## config.mk

```make
export PLATFORM = sky130hd
export DESIGN_NAME = alu_exec
export DESIGN_NICKNAME = d
export VERILOG_FILES = /design/src/rtl/alu_pkg.sv /design/src/rtl/alu_mul_seq.sv /design/src/rtl/alu_exec.sv
export SDC_FILE = /design/constraint.sdc
export NUM_CORES = 1
export LEC_CHECK = 0
export BUFFER_PORTS_ARGS = -buffer_cell sky130_fd_sc_hd__buf_4
export CAP_MARGIN = 20
export CORE_ASPECT_RATIO = 0.8
export CORE_UTILIZATION = 60
export CTS_CLUSTER_DIAMETER = 30
export DETAILED_ROUTE_END_ITERATION = 8
export HOLD_SLACK_MARGIN = 0.12
export PLACE_DENSITY = 0.91
export SLEW_MARGIN = 20
export SYNTH_ARGS = -nofsm -noshare
export SYNTH_HDL_FRONTEND = slang
export SYNTH_SLANG_ARGS = --single-unit
```

## constraint.sdc

```tcl
create_clock -name clk -period 2.15 [get_ports clk]
set_input_delay 0.215 -clock clk [delete_from_list [all_inputs] [get_ports clk]]
set_output_delay 0.215 -clock clk [all_outputs]
set_load 0.01 [all_outputs]
```

## src/rtl/alu_pkg.sv

```systemverilog
// rtl/alu_pkg.sv - opcodes, flag bit indices and FSM states for the alu_exec stage
package alu_pkg;

  localparam logic [3:0] OP_ADD = 4'd0;
  localparam logic [3:0] OP_SUB = 4'd1;
  localparam logic [3:0] OP_AND = 4'd2;
  localparam logic [3:0] OP_OR  = 4'd3;
  localparam logic [3:0] OP_XOR = 4'd4;
  localparam logic [3:0] OP_NOT = 4'd5;
  localparam logic [3:0] OP_SHL = 4'd6;
  localparam logic [3:0] OP_SHR = 4'd7;
  localparam logic [3:0] OP_SAR = 4'd8;
  localparam logic [3:0] OP_CMP = 4'd9;
  localparam logic [3:0] OP_MOV = 4'd10;
  localparam logic [3:0] OP_MUL = 4'd11;

  localparam int FLG_N = 3;
  localparam int FLG_Z = 2;
  localparam int FLG_C = 1;
  localparam int FLG_V = 0;

  typedef enum logic {
    ST_IDLE    = 1'b0,
    ST_MUL_RUN = 1'b1
  } state_t;

endpackage

```

## src/rtl/alu_mul_seq.sv

```systemverilog
// rtl/alu_mul_seq.sv - unsigned shift-add multiplier, one multiplier bit per clock
// First partial product is taken on the start edge; done is high once all WIDTH bits are in.
module alu_mul_seq
  import alu_pkg::*;
#(
  parameter int WIDTH = 16
) (
  input  logic               clk,
  input  logic               rst,
  input  logic               start,
  input  logic [WIDTH-1:0]   a,
  input  logic [WIDTH-1:0]   b,
  output logic               done,
  output logic [2*WIDTH-1:0] product
);

  localparam int SHW = $clog2(WIDTH);

  logic [2*WIDTH-1:0] acc;
  logic [2*WIDTH-1:0] mcand;
  logic [WIDTH-1:0]   mplier;
  logic [SHW-1:0]     left;
  logic               active;

  assign done    = active && (left == '0);
  assign product = acc;

  always_ff @(posedge clk or negedge rst) begin
    if (!rst) begin
      acc    <= '0;
      mcand  <= '0;
      mplier <= '0;
      left   <= '0;
      active <= 1'b0;
    end else if (start) begin
      acc    <= b[0] ? {{WIDTH{1'b0}}, a} : '0;
      mcand  <= {{(WIDTH-1){1'b0}}, a, 1'b0};
      mplier <= b >> 1;
      left   <= SHW'(WIDTH-1);
      active <= 1'b1;
    end else if (active) begin
      if (left == '0) begin
        active <= 1'b0;
      end else begin
        if (mplier[0]) acc <= acc + mcand;
        mcand  <= mcand << 1;
        mplier <= mplier >> 1;
        left   <= left - 1'b1;
      end
    end
  end

endmodule

```

## src/rtl/alu_exec.sv

```systemverilog
// rtl/alu_exec.sv - ALU execute stage: registered result/flags and en_out pulse
// Define ALU_MUL_EN to add the iterative MUL opcode, the MUL_RUN state and busy.
module alu_exec
  import alu_pkg::*;
#(
  parameter int WIDTH = 16
) (
  input  logic             clk,
  input  logic             rst,
  input  logic             en_in,
  input  logic [WIDTH-1:0] alu_a,
  input  logic [WIDTH-1:0] alu_b,
  input  logic [3:0]       alu_op,
  output logic [WIDTH-1:0] alu_out,
  output logic [3:0]       flags,
  output logic             en_out,
  output logic             busy
);

  localparam int SHW = $clog2(WIDTH);
  localparam int MSB = WIDTH - 1;

  logic [WIDTH-1:0] res;
  logic             c_f;
  logic             v_f;
  logic [WIDTH:0]   sum;
  logic [WIDTH:0]   diff;
  logic [WIDTH:0]   shl_x;
  logic [WIDTH:0]   shr_x;
  logic [WIDTH:0]   sar_x;
  logic [SHW-1:0]   amt;
  logic             take_single;

  // Shifts run one bit wider so the last bit shifted out lands in the spare bit.
  always_comb begin
    amt   = alu_b[SHW-1:0];
    sum   = {1'b0, alu_a} + {1'b0, alu_b};
    diff  = {1'b0, alu_a} - {1'b0, alu_b};
    shl_x = {1'b0, alu_a} << amt;
    shr_x = {alu_a, 1'b0} >> amt;
    sar_x = $unsigned($signed({alu_a, 1'b0}) >>> amt);
    res   = alu_a;
    c_f   = 1'b0;
    v_f   = 1'b0;
    case (alu_op)
      OP_ADD: begin
        res = sum[WIDTH-1:0];
        c_f = sum[WIDTH];
        v_f = (alu_a[MSB] == alu_b[MSB]) && (sum[MSB] != alu_a[MSB]);
      end
      OP_SUB, OP_CMP: begin
        res = diff[WIDTH-1:0];
        c_f = diff[WIDTH];
        v_f = (alu_a[MSB] != alu_b[MSB]) && (diff[MSB] != alu_a[MSB]);
      end
      OP_AND: res = alu_a & alu_b;
      OP_OR:  res = alu_a | alu_b;
      OP_XOR: res = alu_a ^ alu_b;
      OP_NOT: res = ~alu_a;
      OP_SHL: begin
        res = shl_x[WIDTH-1:0];
        c_f = shl_x[WIDTH];
      end
      OP_SHR: begin
        res = shr_x[WIDTH:1];
        c_f = shr_x[0];
      end
      OP_SAR: begin
        res = sar_x[WIDTH:1];
        c_f = sar_x[0];
      end
      OP_MOV: res = alu_b;
      default: res = alu_a;
    endcase
  end

`ifdef ALU_MUL_EN
  localparam logic [SHW-1:0] LAST = SHW'(WIDTH-1);

  state_t             state;
  logic [SHW-1:0]     count;
  logic               mul_start;
  logic               mul_done;
  logic [2*WIDTH-1:0] product;

  assign take_single = en_in && (state == ST_IDLE) && (alu_op != OP_MUL);
  assign mul_start   = en_in && (state == ST_IDLE) && (alu_op == OP_MUL);
  assign busy        = (state == ST_MUL_RUN);

  alu_mul_seq #(.WIDTH(WIDTH)) u_mul (
    .clk     (clk),
    .rst     (rst),
    .start   (mul_start),
    .a       (alu_a),
    .b       (alu_b),
    .done    (mul_done),
    .product (product)
  );
`else
  assign take_single = en_in;
  assign busy        = 1'b0;
`endif

  always_ff @(posedge clk or negedge rst) begin
    if (!rst) begin
      alu_out <= '0;
      flags   <= '0;
      en_out  <= 1'b0;
`ifdef ALU_MUL_EN
      state   <= ST_IDLE;
      count   <= '0;
`endif
    end else begin
      en_out <= 1'b0;
      if (take_single) begin
        if (alu_op != OP_CMP) alu_out <= res;
        flags[FLG_N] <= res[MSB];
        flags[FLG_Z] <= (res == '0);
        flags[FLG_C] <= c_f;
        flags[FLG_V] <= v_f;
        en_out       <= 1'b1;
      end
`ifdef ALU_MUL_EN
      case (state)
        ST_IDLE: begin
          count <= '0;
          if (mul_start) state <= ST_MUL_RUN;
        end
        ST_MUL_RUN: begin
          count <= count + 1'b1;
          if (count == LAST) begin
            state <= ST_IDLE;
            count <= '0;
          end
          if (mul_done) begin
            alu_out      <= product[WIDTH-1:0];
            flags[FLG_N] <= product[MSB];
            flags[FLG_Z] <= (product[WIDTH-1:0] == '0);
            flags[FLG_C] <= |product[2*WIDTH-1:WIDTH];
            flags[FLG_V] <= 1'b0;
            en_out       <= 1'b1;
          end
        end
        default: state <= ST_IDLE;
      endcase
`endif
    end
  end

endmodule

```

==> results.yml, run 1 <==
run_status:
  stop_error: "[ERROR GRT-0116] Global routing finished with congestion. Check the congestion regions in the DRC Viewer."
  stop_stage: "global routing (5_1_grt)"
  result_of_the_run: "did not finish"
place:
  hpwlAfterDp_um: 22800
  place.gp.congestion: 1.14
  buffer_ports.inserted: 59
  detailed_place.area_um2: 7980
yosys:
  yosys.cell_types.count: 97
  synth.most_common_cell: "nor2_1"
  count_of_flip_flops_with_a_built_in_enable_after_synthesis: 0
  mappedNetlistArea_um2: 5690
  ys_seq_area_share_pct: 9.23
  synth_top_cells_by_area: "ha_1, dfrtp_1, mux4_2"
  postSynthAreaPerCell_um2: 7.66
  synthDominantAreaCellType: "ha_1"
  synth.top_cell.area_share_pct: 11.6
  yosys_most_used_dff: "dfrtp_1"
  synthesized_instance_count: 743
  synth.net_count: 837
  ys_ff_latch: 21
  synth-warning-count: 0
  yosys-top-cells-count: "nor2_1, a21oi_1, nand2_1"
  ys_async_sr_fraction_pct: 100
global_routing:
  wire_length_of_the_first_global_routing_pass_um: 67000
  grt.overflow.total: 229
  grt_max_degree: 26
  first_global_vias: 10818
  groute.usage.overall_pct: 88.5
floorplan:
  die_h_um: 89.1
  rows: 31
  die_width_um: 111
  initial_core_util_pct: 62.5
  top_level_ports: 61
clock_tree:
  cts_inserted_buffers: 3
  htreeDepth: 1
  ctsLongestPathBuffers: 2
  tritoncts_num_sinks: 21
  root_buffer: "clkbuf_16"
==> timing repair <==
item,4_1_cts
setup endpoints to repair,19
pin swaps,42
gates resized for setup,88
hold buffers,1
endpoints found under the hold margin,21
buffers inserted,26
==> logic make-up after synthesis <==
kind of cell	Yosys count	share of synthesized area, %
compound gates	255	32.0
simple gates	230	20.8
buf+inv	122	10.2
fa+ha+maj	55	12.4
mux	55	14.7
flops	21	9.23
xor+xnor	4	0.615
other cells	1	0.0659
==> stage by stage <==
stage               instances  utilization (%)  setup WS (ns)
floorplan                 743                -         -0.762
global placement         1099             87.6         -0.965
detailed placement       1099             87.6          -1.17
CTS                      1124             94.5         -0.746
==> metal layers <==
| metal | overflow | global-route usage [%] |
|---|---|---|
| met1 | 8 | 83.9 |
| met2 | 119 | 104 |
| met3 | 8 | 76.0 |
| met4 | 94 | 100 |
| met5 | 0 | 50.5 |
==> run 2, diff against run 1 <==
Settings changed: CORE_ASPECT_RATIO 0.8 to unset, CORE_UTILIZATION 60 to 40, CTS_CLUSTER_DIAMETER 30 to unset, HOLD_SLACK_MARGIN 0.12 to unset, PLACE_DENSITY 0.91 to unset, PLACE_DENSITY_LB_ADDON set to 0.15.
==> results.yml, run 2 <==
run_status:
  result_of_the_run: "finished, violations left"
  violations: "setup timing"
clock_tree:
  cts_inserted_buffers: 3
  clk_pin_slew_ns: 0.06
  root_buffer: "clkbuf_16"
  htreeDepth: 1
  tritoncts: "built"
  tritoncts_num_sinks: 21
  worstSkewPairLatency_ns: 0.25
  ctsLongestPathBuffers: 2
critical_path:
  setup.worst_path.class: "in2reg"
  critical_path.max_stage_delay_ns: 0.40
  cp-start-kind: "input port"
  path_cells: "buf_12 -> buf_6 -> ha_4 -> inv_4 -> fa_2 -> nand3b_1 -> buf_4 -> a21o_1 -> a21boi_2 -> nor3_2 -> a2bb2oi_2 -> o32a_1 -> nor4_2 -> o2111ai_2 -> o32ai_2"
  critPathMaxFanout: 2
  cp-end-kind: "register"
  timing.critical_path.required_ns: 2.31
  critical-path-slowest-cell: "fa_2"
  worst-endpoint-arrival_ns: 3.04
route:
  count_of_nets_left_with_antenna_violations_after_detail_routing: 0
  drt-pass1-iter-count: 5
  drc: 0
  route.detailed.vias_per_inst: 6.09
  drt-total-wl_um: 27300
  detail_route.iter0.violations: 705
  route.detailed.wl_per_inst_um: 22.3
  detailroute.via_count: 7436
place:
  placedCellCount: 1201
  place.gp.congestion: 0.997
  place_ws_ns: -1.09
  buffer_ports.inserted: 59
  hpwlAfterDp_um: 22000
  detailed_place.area_um2: 8390
pwr:
  max_ir_drop_vdd_v: 0.000354
  leakagePower_nw: 4.12
  totalPowerFinal_mw: 3.22
  power.density_nw_per_um2: 354
yosys:
  yosys.cell_types.count: 97
  synth.net_count: 837
  synthDominantAreaCellType: "ha_1"
  synth-warning-count: 0
  postSynthAreaPerCell_um2: 7.66
  synth_top_cells_by_area: "ha_1, dfrtp_1, mux4_2"
  ys_async_sr_fraction_pct: 100
  synth.most_common_cell: "nor2_1"
  ys_ff_latch: 21
  yosys_most_used_dff: "dfrtp_1"
  ys_seq_area_share_pct: 9.23
  yosys-top-cells-count: "nor2_1, a21oi_1, nand2_1"
  count_of_flip_flops_with_a_built_in_enable_after_synthesis: 0
  mappedNetlistArea_um2: 5690
  synthesized_instance_count: 743
  synth.top_cell.area_share_pct: 11.6
timing:
  timing_worst_slew_pin_value_ns: 0.856
  period_needed_ns: 2.87
  rsz0062_at_grt: "yes"
  maxSlewViolCount: 0
  finClkSkew_ns: 0
  slew-limit-headroom_pct: 42.4
  crit_share_post_route_pct: 134
  fin_hold_ws_ns: 0.189
  final-setup-viol-count: 17
  hold_viol: 0
  finalWorstSetupSlack_ns: -0.722
  fmaxAchievable_mhz: 348
global_routing:
  wire_length_of_the_first_global_routing_pass_um: 41300
  first_global_vias: 7387
  antenna_found_initial: 0
  grt.met3_usage_pct: 7.28
  use_met2_pct: 59.3
  grt_use_met1_pct: 48.7
  groute.usage.overall_pct: 37.2
  grt.overflow.total: 0
  grt.busiest_layer: "met2"
  grt_max_degree: 37
floorplan:
  die_h_um: 121
  total_die_area_um2: 14700
  top_level_ports: 61
  initial_core_util_pct: 41.0
  rows: 43
  design.core.area_um2: 13900
  die_width_um: 121
cells_and_area:
  largest_reg_flops: 16
  final_area_um2: 9100
  drive_above_1_share_pct: 48.8
  design.final.nets: 1136
  areaGrowthSynthToFinish_pct: 59.9
  final_cells: 1221
  registers.top_by_ff_count: "alu_out"
  reg_top3: "alu_out (16), flags (4), en_out (1)"
  number_of_antenna_diodes: 0
  layout_common_cells: "buf_4, nor2_1, nand2_1"
  commonest_non_fill_non_tap_cell_in_the_layout: "buf_4"
min_path:
  worst_hold_path_type: "in2reg"
run:
  maxCapViolCount: 0
[run 2: metal layers]
layer  vias up  routed length, um
met5         -                  0
met4         0               1080
met3        74               2470
met2       355              12600
met1      3606              11100
li1       3401                  -
[run 2: stage by stage]
step,TNS [ns],util [%]
after global routing,-8.98,65.6
after CTS,-7.25,64.2
final,-7.53,65.6
after global placement,-13.68,60.3
after floorplan,-6.17,-
after detailed placement,-14.71,60.4
[run 2: power by group]
group | switching [mW] | internal, mW
clock network | 0.142 | 0.253
registers | 0.0410 | 0.466
logic | 1.16 | 1.16
total | 1.34 | 1.88
[run 2: layout make-up]
| cell class | count | area, um^2 |
|---|---|---|
| Timing Repair Buffer | 365 | 2870 |
| Clock buffer | 4 | 78.8 |
| Tap cell | 180 | 225 |
| Multi-Input combinational cell | 600 | 5190 |
| Inverter | 51 | 215 |
| Sequential cell | 21 | 526 |
| Fill cell | 1233 | 4780 |
[run 2: final timing paths]
path | startpoint | to | slack (ns) | cells past startpoint
worst max-delay path | alu_a[0] | flags[2]$_DFFE_PN0P_ | -0.72 | 15
min in group asynchronous | rst | alu_out[0]$_DFFE_PN0P_ | 0.41 | 2
max in group asynchronous | rst | alu_out[10]$_DFFE_PN0P_ | 1.52 | 2
worst max register to register | alu_out[14]$_DFFE_PN0P_ | alu_out[14]$_DFFE_PN0P_ | 1.36 | 1
worst min register to register | alu_out[1]$_DFFE_PN0P_ | alu_out[1]$_DFFE_PN0P_ | 0.48 | 2
worst min-delay path | en_in | en_out$_DFF_PN0_ | 0.19 | 1
[run 2: kinds of logic (layout without fill, tap and decap cells)]
family | after synthesis | count (layout) | synth area share, %
XOR/XNOR | 4 | 4 | 0.615
multiplexers | 55 | 55 | 14.7
flip-flops | 21 | 21 | 9.23
AO/OA/AOI/OAI | 255 | 255 | 32.0
AND/OR/NAND/NOR | 230 | 230 | 20.8
adder cells (fa/ha/maj) | 55 | 55 | 12.4
buffers and inverters | 122 | 420 | 10.2
other | 1 | 1 | 0.0659
[run 2: worst max-delay path, delay by kind of cell]
kind | cells | cell delay, ns
AOI/OAI and AO/OA | 6 | 1.28
adders and majority gates | 2 | 0.55
buffers and inverters | 4 | 0.38
and+or+nand+nor | 3 | 0.59
[run 2: repair_timing]
item                                    CTS  global route
hold buffers                              1             0
endpoints found under the setup margin   20            20
gates resized for setup                  74            33
pin swaps                                45            29
buffers inserted                         15             7
hold endpoints to repair                 21             0
(Power assumes the default switching activity.)
